--- src/rtl/pipeline_hazard_ctrl.sv ---
// Pipeline hazard controller: stall/flush/advance enables for a 5-stage pipeline.
// Optional performance counters are built only when PIPE_CTRL_PERF_EN is defined.
module pipeline_hazard_ctrl (
    input  logic        CLK,
    input  logic        nRST,
    input  logic        ihit,
    input  logic        dhit,
    input  logic [4:0]  id_rs,
    input  logic [4:0]  id_rt,
    input  logic        ex_dMemREN,
    input  logic [4:0]  ex_writeReg,
    input  logic        ex_branch_taken,
    input  logic        mem_dmem_req,
    input  logic        mem_halt,
    output logic        pc_writeEN,
    output logic        ifid_writeEN,
    output logic        idex_writeEN,
    output logic        exmem_writeEN,
    output logic        memwb_writeEN,
    output logic        ifid_flush,
    output logic        idex_flush,
    output logic        exmem_flush,
    output logic        halt,
    output logic [1:0]  state,
    output logic [31:0] stall_cnt,
    output logic [31:0] flush_cnt
);

    typedef enum logic [1:0] {
        RUN     = 2'd0,
        LDUSE   = 2'd1,
        MEMWAIT = 2'd2,
        HALT    = 2'd3
    } state_t;

    state_t     cur_state;
    state_t     nxt_state;
    logic [4:0] we;
    logic [2:0] fl;
    logic       load_use;
    logic       branch_flush;

    assign state = cur_state;
    assign load_use = ex_dMemREN && (ex_writeReg != 5'd0) &&
                      ((ex_writeReg == id_rs) || (ex_writeReg == id_rt));

    // we = {pc, ifid, idex, exmem, memwb}; fl = {ifid, idex, exmem}
    always_comb begin
        we           = 5'b11111;
        fl           = 3'b000;
        halt         = 1'b0;
        branch_flush = 1'b0;
        nxt_state    = RUN;
        if (!nRST) begin
            we = 5'b00000;
            fl = 3'b111;
        end else if (cur_state == HALT) begin
            we        = 5'b00000;
            halt      = 1'b1;
            nxt_state = HALT;
        end else if (mem_halt) begin
            we        = 5'b00000;
            nxt_state = HALT;
        end else if (!dhit && ((cur_state == MEMWAIT) || mem_dmem_req)) begin
            we        = 5'b00000;
            nxt_state = MEMWAIT;
        end else if (ex_branch_taken) begin
            fl           = 3'b110;
            branch_flush = 1'b1;
        end else if ((cur_state == RUN) && load_use) begin
            // Hold PC and IF/ID, bubble into ID/EX while the load completes.
            we        = 5'b00111;
            fl        = 3'b010;
            nxt_state = LDUSE;
        end else if (!ihit) begin
            we = 5'b01111;
            fl = 3'b100;
        end
    end

    assign pc_writeEN    = we[4];
    assign ifid_writeEN  = we[3];
    assign idex_writeEN  = we[2];
    assign exmem_writeEN = we[1];
    assign memwb_writeEN = we[0];
    assign ifid_flush    = fl[2];
    assign idex_flush    = fl[1];
    assign exmem_flush   = fl[0];

    always_ff @(posedge CLK) begin
        if (!nRST) begin
            cur_state <= RUN;
        end else begin
            cur_state <= nxt_state;
        end
    end

`ifdef PIPE_CTRL_PERF_EN
    logic [31:0] stall_q;
    logic [31:0] flush_q;

    // Both counters saturate rather than wrap.
    always_ff @(posedge CLK) begin
        if (!nRST) begin
            stall_q <= 32'd0;
            flush_q <= 32'd0;
        end else begin
            if (!pc_writeEN && (cur_state != HALT) && (stall_q != 32'hFFFF_FFFF)) begin
                stall_q <= stall_q + 32'd1;
            end
            if (branch_flush && (flush_q != 32'hFFFF_FFFF)) begin
                flush_q <= flush_q + 32'd1;
            end
        end
    end

    assign stall_cnt = stall_q;
    assign flush_cnt = flush_q;
`else
    assign stall_cnt = 32'd0;
    assign flush_cnt = 32'd0;
`endif

endmodule

--- config.mk ---
export PLATFORM = sky130hd
export DESIGN_NAME = pipeline_hazard_ctrl
export DESIGN_NICKNAME = d
export VERILOG_FILES = /design/src/rtl/pipeline_hazard_ctrl.sv
export SDC_FILE = /design/constraint.sdc
export NUM_CORES = 1
export LEC_CHECK = 0
export BUFFER_PORTS_ARGS = -buffer_cell sky130_fd_sc_hd__buf_2
export CORE_MARGIN = 2
export CORE_UTILIZATION = 36
export DETAILED_ROUTE_END_ITERATION = 8
export PLACE_DENSITY = 0.87
export SYNTH_ARGS = -nofsm -noshare
export SYNTH_HDL_FRONTEND = slang
export SYNTH_SLANG_ARGS = --single-unit
--- constraint.sdc ---
create_clock -name CLK -period 3.65 [get_ports CLK]
set_input_delay 0.9125 -clock CLK [delete_from_list [all_inputs] [get_ports CLK]]
set_output_delay 0.9125 -clock CLK [all_outputs]
set_load 0.02 [all_outputs]
==> results of run 1 <==
-- path summary, 6_finish.rpt --
check                 start    endpoint  slack [ns]  cells past startpoint
max reg2reg        state[0]    state[0]        2.64                      4
max          ex_writeReg[1]  pc_writeEN        0.45                      6
min                state[1]    state[0]        0.59                      2
min reg2reg        state[1]    state[0]        0.59                      2
-- worst max-delay path, delay by kind of cell --
kind	cells	cell delay, ns
AND/OR/NAND/NOR	2	0.64
buffers and inverters	2	0.31
AO/OA/AOI/OAI	2	0.43
-- stage by stage --
stage	util [%]	worst slack [ns]	total power, mW
after CTS	35.98	0.4318	0.1980
after global placement	34.95	0.4522	0.1452
final	35.98	0.4489	0.1969
after detailed placement	34.95	0.4339	0.1460
after global routing	35.98	0.3341	0.2132
after floorplan	-	0.6115	0.1737
-- final cells by class --
cell class / instances / area share (%)
Timing Repair Buffer: 33 / 20.95
Tap cell: 28 / 4.444
Multi-Input combinational cell: 102 / 64.76
Clock buffer: 3 / 2.857
Inverter: 4 / 1.905
Sequential cell: 2 / 5.079
-- cell usage after synthesis --
library cell	number
a211oi_2	1
a21bo_1	1
a21oi_1	3
a221oi_2	1
a31oi_1	1
and3_1	1
and3b_1	1
buf_4	66
conb_1	1
dfxtp_1	2
inv_1	4
nand2_1	2
nand3_1	3
nor2_1	4
nor2b_1	2
nor3_1	1
nor3b_1	1
o211ai_2	1
o21ai_0	1
o22ai_1	2
o2bb2ai_1	1
or4_1	1
xnor2_1	10
-- kinds of logic after synthesis --
family | after synthesis
AOI/OAI and AO/OA | 12
xor gates and xnor gates | 10
buffers and inverters | 70
DFF | 2
other | 1
and+or+nand+nor | 16
-- layer usage --
layer,share of wire (%),track usage [%]
met1,28,7.317
met2,59,19.20
met3,12,2.299
met4,0.71,5.263
met5,0,0
-- power breakdown --
group	internal (mW)	switching, mW
clock network	0.0363	0.0137
logic	0.0290	0.0920
registers	0.0237	0.00220
total	0.0890	0.108
==> metrics.md, run 1 <==
| Metric | Value |
|---|---|
| Number of fill cells in the layout | `250` |
| Diode count | `0` |
| Die width | `51.86 µm` |
| Via Count | `608` |
| Fin crit share | `87.70%` |
| Register bit total from synthesis | `2` |
| Yosys Warn Count | `0` |
| Largest net degree at the start of global routing | `7` |
| Final hold slack | `0.5942 ns` |
| Simple-Gate Fraction of Synth Area | `10.32%` |
| Power Dens Cells | `249.8 nW/µm²` |
| Post-synthesis xor/xnor area fraction | `10.62%` |
| Final Skew | `0.001674 ns` |
| Sequential element share of the synthesized area | `4.856%` |
| Fin Setup TNS | `0 ns` |
| DRT Pass-1 Iters | `4` |
| Fin area | `788.3 µm²` |
| Status | `finished clean` |
| Height of the die | `51.86 µm` |
| RD Place Congestion | `0.6838` |
| Post-CTS setup buffer count | `0` |
| Hold Crit Class | `reg -> reg` |
| Post-synthesis mux area share | `0%` |
| Bufs on Longest Clock Path | `2` |
| Max cap viols | `0` |
| Final setup violation count | `0` |
| Post-synth top area cell | `buf_4` |
| Synth Area in Adders | `0%` |
| VDD IR max | `0.0001141 V` |
| DP Area | `765.7 µm²` |
| Avg Cell Area, Syn | `7.428 µm²` |
| Synth Area in Compound Gates | `11.84%` |
| Most common cell after layout, fill and taps aside | `conb_1` |
| Maximum clock rate | `312.4 MHz` |
| Synth area leaders | `buf_4, xnor2_1, dfxtp_1` |
| # rows | `17` |
| Crit path cell chain | `buf_2, or4_1, o211ai_2, nor2_1, a211oi_2, buf_2` |
| CP Launch Type | `primary input` |
| Cells after synthesis | `111` |
| Worst path slowest cell | `or4_1` |
| Largest register FFs | `2` |
| Cells after DPL | `169` |
| Initial core utilization | `37.64%` |
| Via density | `3.535` |
| Detailed placer's ending HPWL | `1158 µm` |
| CP peak stage delay | `0.54 ns` |
| CTS root buffer | `clkbuf_4` |
| Nets@finish | `169` |
| Syn-to-layout area delta | `-4.401%` |
| Hold Vio Cnt, Final | `0` |
| Global Route Usage Sum | `9.184%` |
| Worst EP required | `2.74 ns` |
| Post-route DRC violation count | `0` |
| Layout cells sized above 1 | `27.08%` |
| Most used cell, CP | `buf_2` |
| Slew headroom | `64.70%` |
| Core area | `2191 µm²` |
| Ports | `98` |
| Die footprint | `2689 µm²` |
| Initial antenna violation count | `0` |
| Clk sinks | `2` |
| Worst-Skew Late Latency | `0.23 ns` |
| Yosys cell types | `23` |
| First-pass GRT wire length | `1856 µm` |
| Final slew viol count | `0` |
| Footprint of the multi-input gates | `510.5 µm²` |
| CP arrival | `2.29 ns` |
| PortBufs | `33` |
| Setup CP Type | `in -> out` |
| Largest family of logic cells by synthesized area | `buffers and inverters` |
| Crit. End Element | `output pin` |
| Routed wire length | `1266 µm` |
| Most frequent cells in the layout | `conb_1, buf_2, xnor2_1, inv_1, nor2_1` |
| Worst-path clk slew | `0.03 ns` |
| Vias in the first global route | `493` |
| Num CTS Buffers | `3` |
| Area share of the largest cell type after synthesis | `60.09%` |
| Min Tclk post-route | `3.201 ns` |
| CTS tree | `built` |
| Global route total overflow | `0` |
| Antenna-violating nets left | `0` |
| Static Leak | `0.4876 nW` |
| Avg WL per Cell | `7.360 µm` |
| Netlist Area Pre-Place | `824.5 µm²` |
| Non-filler cells, final | `172` |
| H-tree Lvls | `1` |
| Crit Path Max Fanout | `4` |
| RSZ-0062 raised after global routing | `false` |
| Reg area | `40.04 µm²` |
| Hold-fix buffers, CTS | `0` |
| Worst slew pin tran | `0.5295 ns` |
| Initial DRC count | `6` |
| CTS-repair resized insts | `0` |
Note: power is estimated with default switching activity, not from simulation.
==> inputs of run 2 (changes only) <==
==> config.mk (replaced) <==
export PLATFORM = sky130hd
export DESIGN_NAME = pipeline_hazard_ctrl
export DESIGN_NICKNAME = d
export VERILOG_FILES = /design/src/rtl/pipeline_hazard_ctrl.sv
export SDC_FILE = /design/constraint.sdc
export NUM_CORES = 1
export LEC_CHECK = 0
export CORE_MARGIN = 1
export CORE_UTILIZATION = 50
export DETAILED_ROUTE_END_ITERATION = 8
export DONT_BUFFER_PORTS = 1
export PLACE_DENSITY = 0.74
export SYNTH_ARGS = -nofsm -noshare
export SYNTH_HDL_FRONTEND = slang
export SYNTH_SLANG_ARGS = --single-unit
==> metrics.md, run 2 (synthesized netlist as in run 1, its figures left out) <==
| Metric | Value |
|---|---|
| VDD IR max | `0.0001590 V` |
| Final worst setup slack | `0.4924 ns` |
| Min Tclk post-route | `3.158 ns` |
| Power Dens Cells | `285.7 nW/µm²` |
| Final core utilization | `39.90%` |
| Via density | `3.906` |
| Reg2reg setup slack | `2.43 ns` |
| Nets@finish | `136` |
| CTS root buffer | `clkbuf_4` |
| Initial DRC count | `8` |
| # rows | `14` |
| Hold-fix buffers, CTS | `0` |
| Num CTS Buffers | `3` |
| R2R Path End | `state[0]` |
| Via Count | `496` |
| Antenna-violating nets left | `0` |
| Dpl ws | `0.4927 ns` |
| Die footprint | `1816 µm²` |
| Hold Crit Class | `reg -> reg` |
| Largest net degree at the start of global routing | `7` |
| Vias in the first global route | `377` |
| Largest register FFs | `2` |
| First-pass GRT wire length | `1635 µm` |
| CTS tree | `built` |
| Final setup violation count | `0` |
| Fin area | `608.1 µm²` |
| Worst slew pin tran | `0.5399 ns` |
| Crit Path Max Fanout | `4` |
| Initial antenna violation count | `0` |
| Global Route Usage Sum | `11.89%` |
| Crit. End Element | `output pin` |
| Static Leak | `0.3499 nW` |
| Global route total overflow | `0` |
| Bufs on Longest Clock Path | `2` |
| Routed wire length | `1130 µm` |
| Die width | `42.61 µm` |
| Maximum clock rate | `316.7 MHz` |
| Hold path startpoint | `state[1]` |
| Fin crit share | `86.51%` |
| Post-route DRC violation count | `0` |
| Hold Crit Depth | `2` |
| RD Place Congestion | `0.6892` |
| Hold Vio Cnt, Final | `0` |
| Height of the die | `42.61 µm` |
| H-tree Lvls | `1` |
| FF-to-FF path depth | `4` |
| Slew headroom | `64.01%` |
| Fin Setup TNS | `0 ns` |
| Final slew viol count | `0` |
| Status | `finished clean` |
| Worst-Skew Late Latency | `0.22 ns` |
| CTS-repair resized insts | `0` |
| DP Area | `585.6 µm²` |
| Most common cell after layout, fill and taps aside | `conb_1` |
| Setup CP Type | `in -> out` |
| Final Skew | `0.002690 ns` |
| Detailed placer's ending HPWL | `1024 µm` |
| Hold Crit Endpoint | `state[0]` |
| DRT Pass-1 Iters | `4` |
| Initial core utilization | `54.11%` |
| Worst-path clk slew | `0.03 ns` |
| Worst r2r src | `state[1]` |
| Clk sinks | `2` |
| Diode count | `0` |
| Ports | `98` |
| Worst EP required | `2.74 ns` |
| Max cap viols | `0` |
| RSZ-0062 raised after global routing | `false` |
| Most frequent cells in the layout | `conb_1, xnor2_1, inv_1, nor2_1` |
| PortBufs | `0` |
| CP arrival | `2.25 ns` |
| CP Launch Type | `primary input` |
| Syn-to-layout area delta | `-26.25%` |
| Power, Total | `0.1737 mW` |
| Core area | `1524 µm²` |
| Avg WL per Cell | `8.898 µm` |
| Layout cells sized above 1 | `5.405%` |
| Worst Setup SP | `ex_writeReg[1]` |
| Post-CTS setup buffer count | `0` |
[run 2: cell count changes in the layout (fill, tap and decap cells not counted), sizes merged]
cell / before / now
buf: 33 / 0
[run 2: power by group]
group	internal (mW)	switching, mW	total [mW]
combinational	0.0163	0.0810	0.0973
clock	0.0362	0.0121	0.0483
sequential	0.0237	0.00447	0.0281
total	0.0762	0.0975	0.174
[run 2: cell type report]
class | count | area, µm²
Tap cell | 16 | 20.02
Clock buffer | 3 | 22.52
Inverter | 4 | 15.01
Multi-Input combinational cell | 102 | 510.5
Fill cell | 164 | 915.9
Sequential cell | 2 | 40.04
[run 2: per-layer routing]
layer	wire, µm	up-vias	GRT usage [%]
met5	0	-	0
met2	651	51	21.23
met4	8	0	6.250
li1	-	230	-
met3	114	2	3.448
met1	356	213	12.37
[run 2: worst max-delay path by stage]
stage,end,slack (ns)
global route,ifid_flush,0.46
detailed placement,ifid_flush,0.49
finish,ifid_flush,0.49
floorplan,ifid_flush,0.61
global placement,ifid_flush,0.53
CTS,ifid_flush,0.49
[run 2: stage by stage]
stage / hold WS [ns] / std cells
after floorplan: 0.6491 / 174
after global placement: 0.6980 / 124
after detailed placement: 0.7065 / 124
after CTS: 0.7122 / 127
after global routing: 0.7652 / 127
final: 0.7119 / 127
[run 2: worst max-delay path: stages]
cell	delay (ns)
or4_1	0.54
o211ai_2	0.23
nor3_1	0.09
a221oi_2	0.48
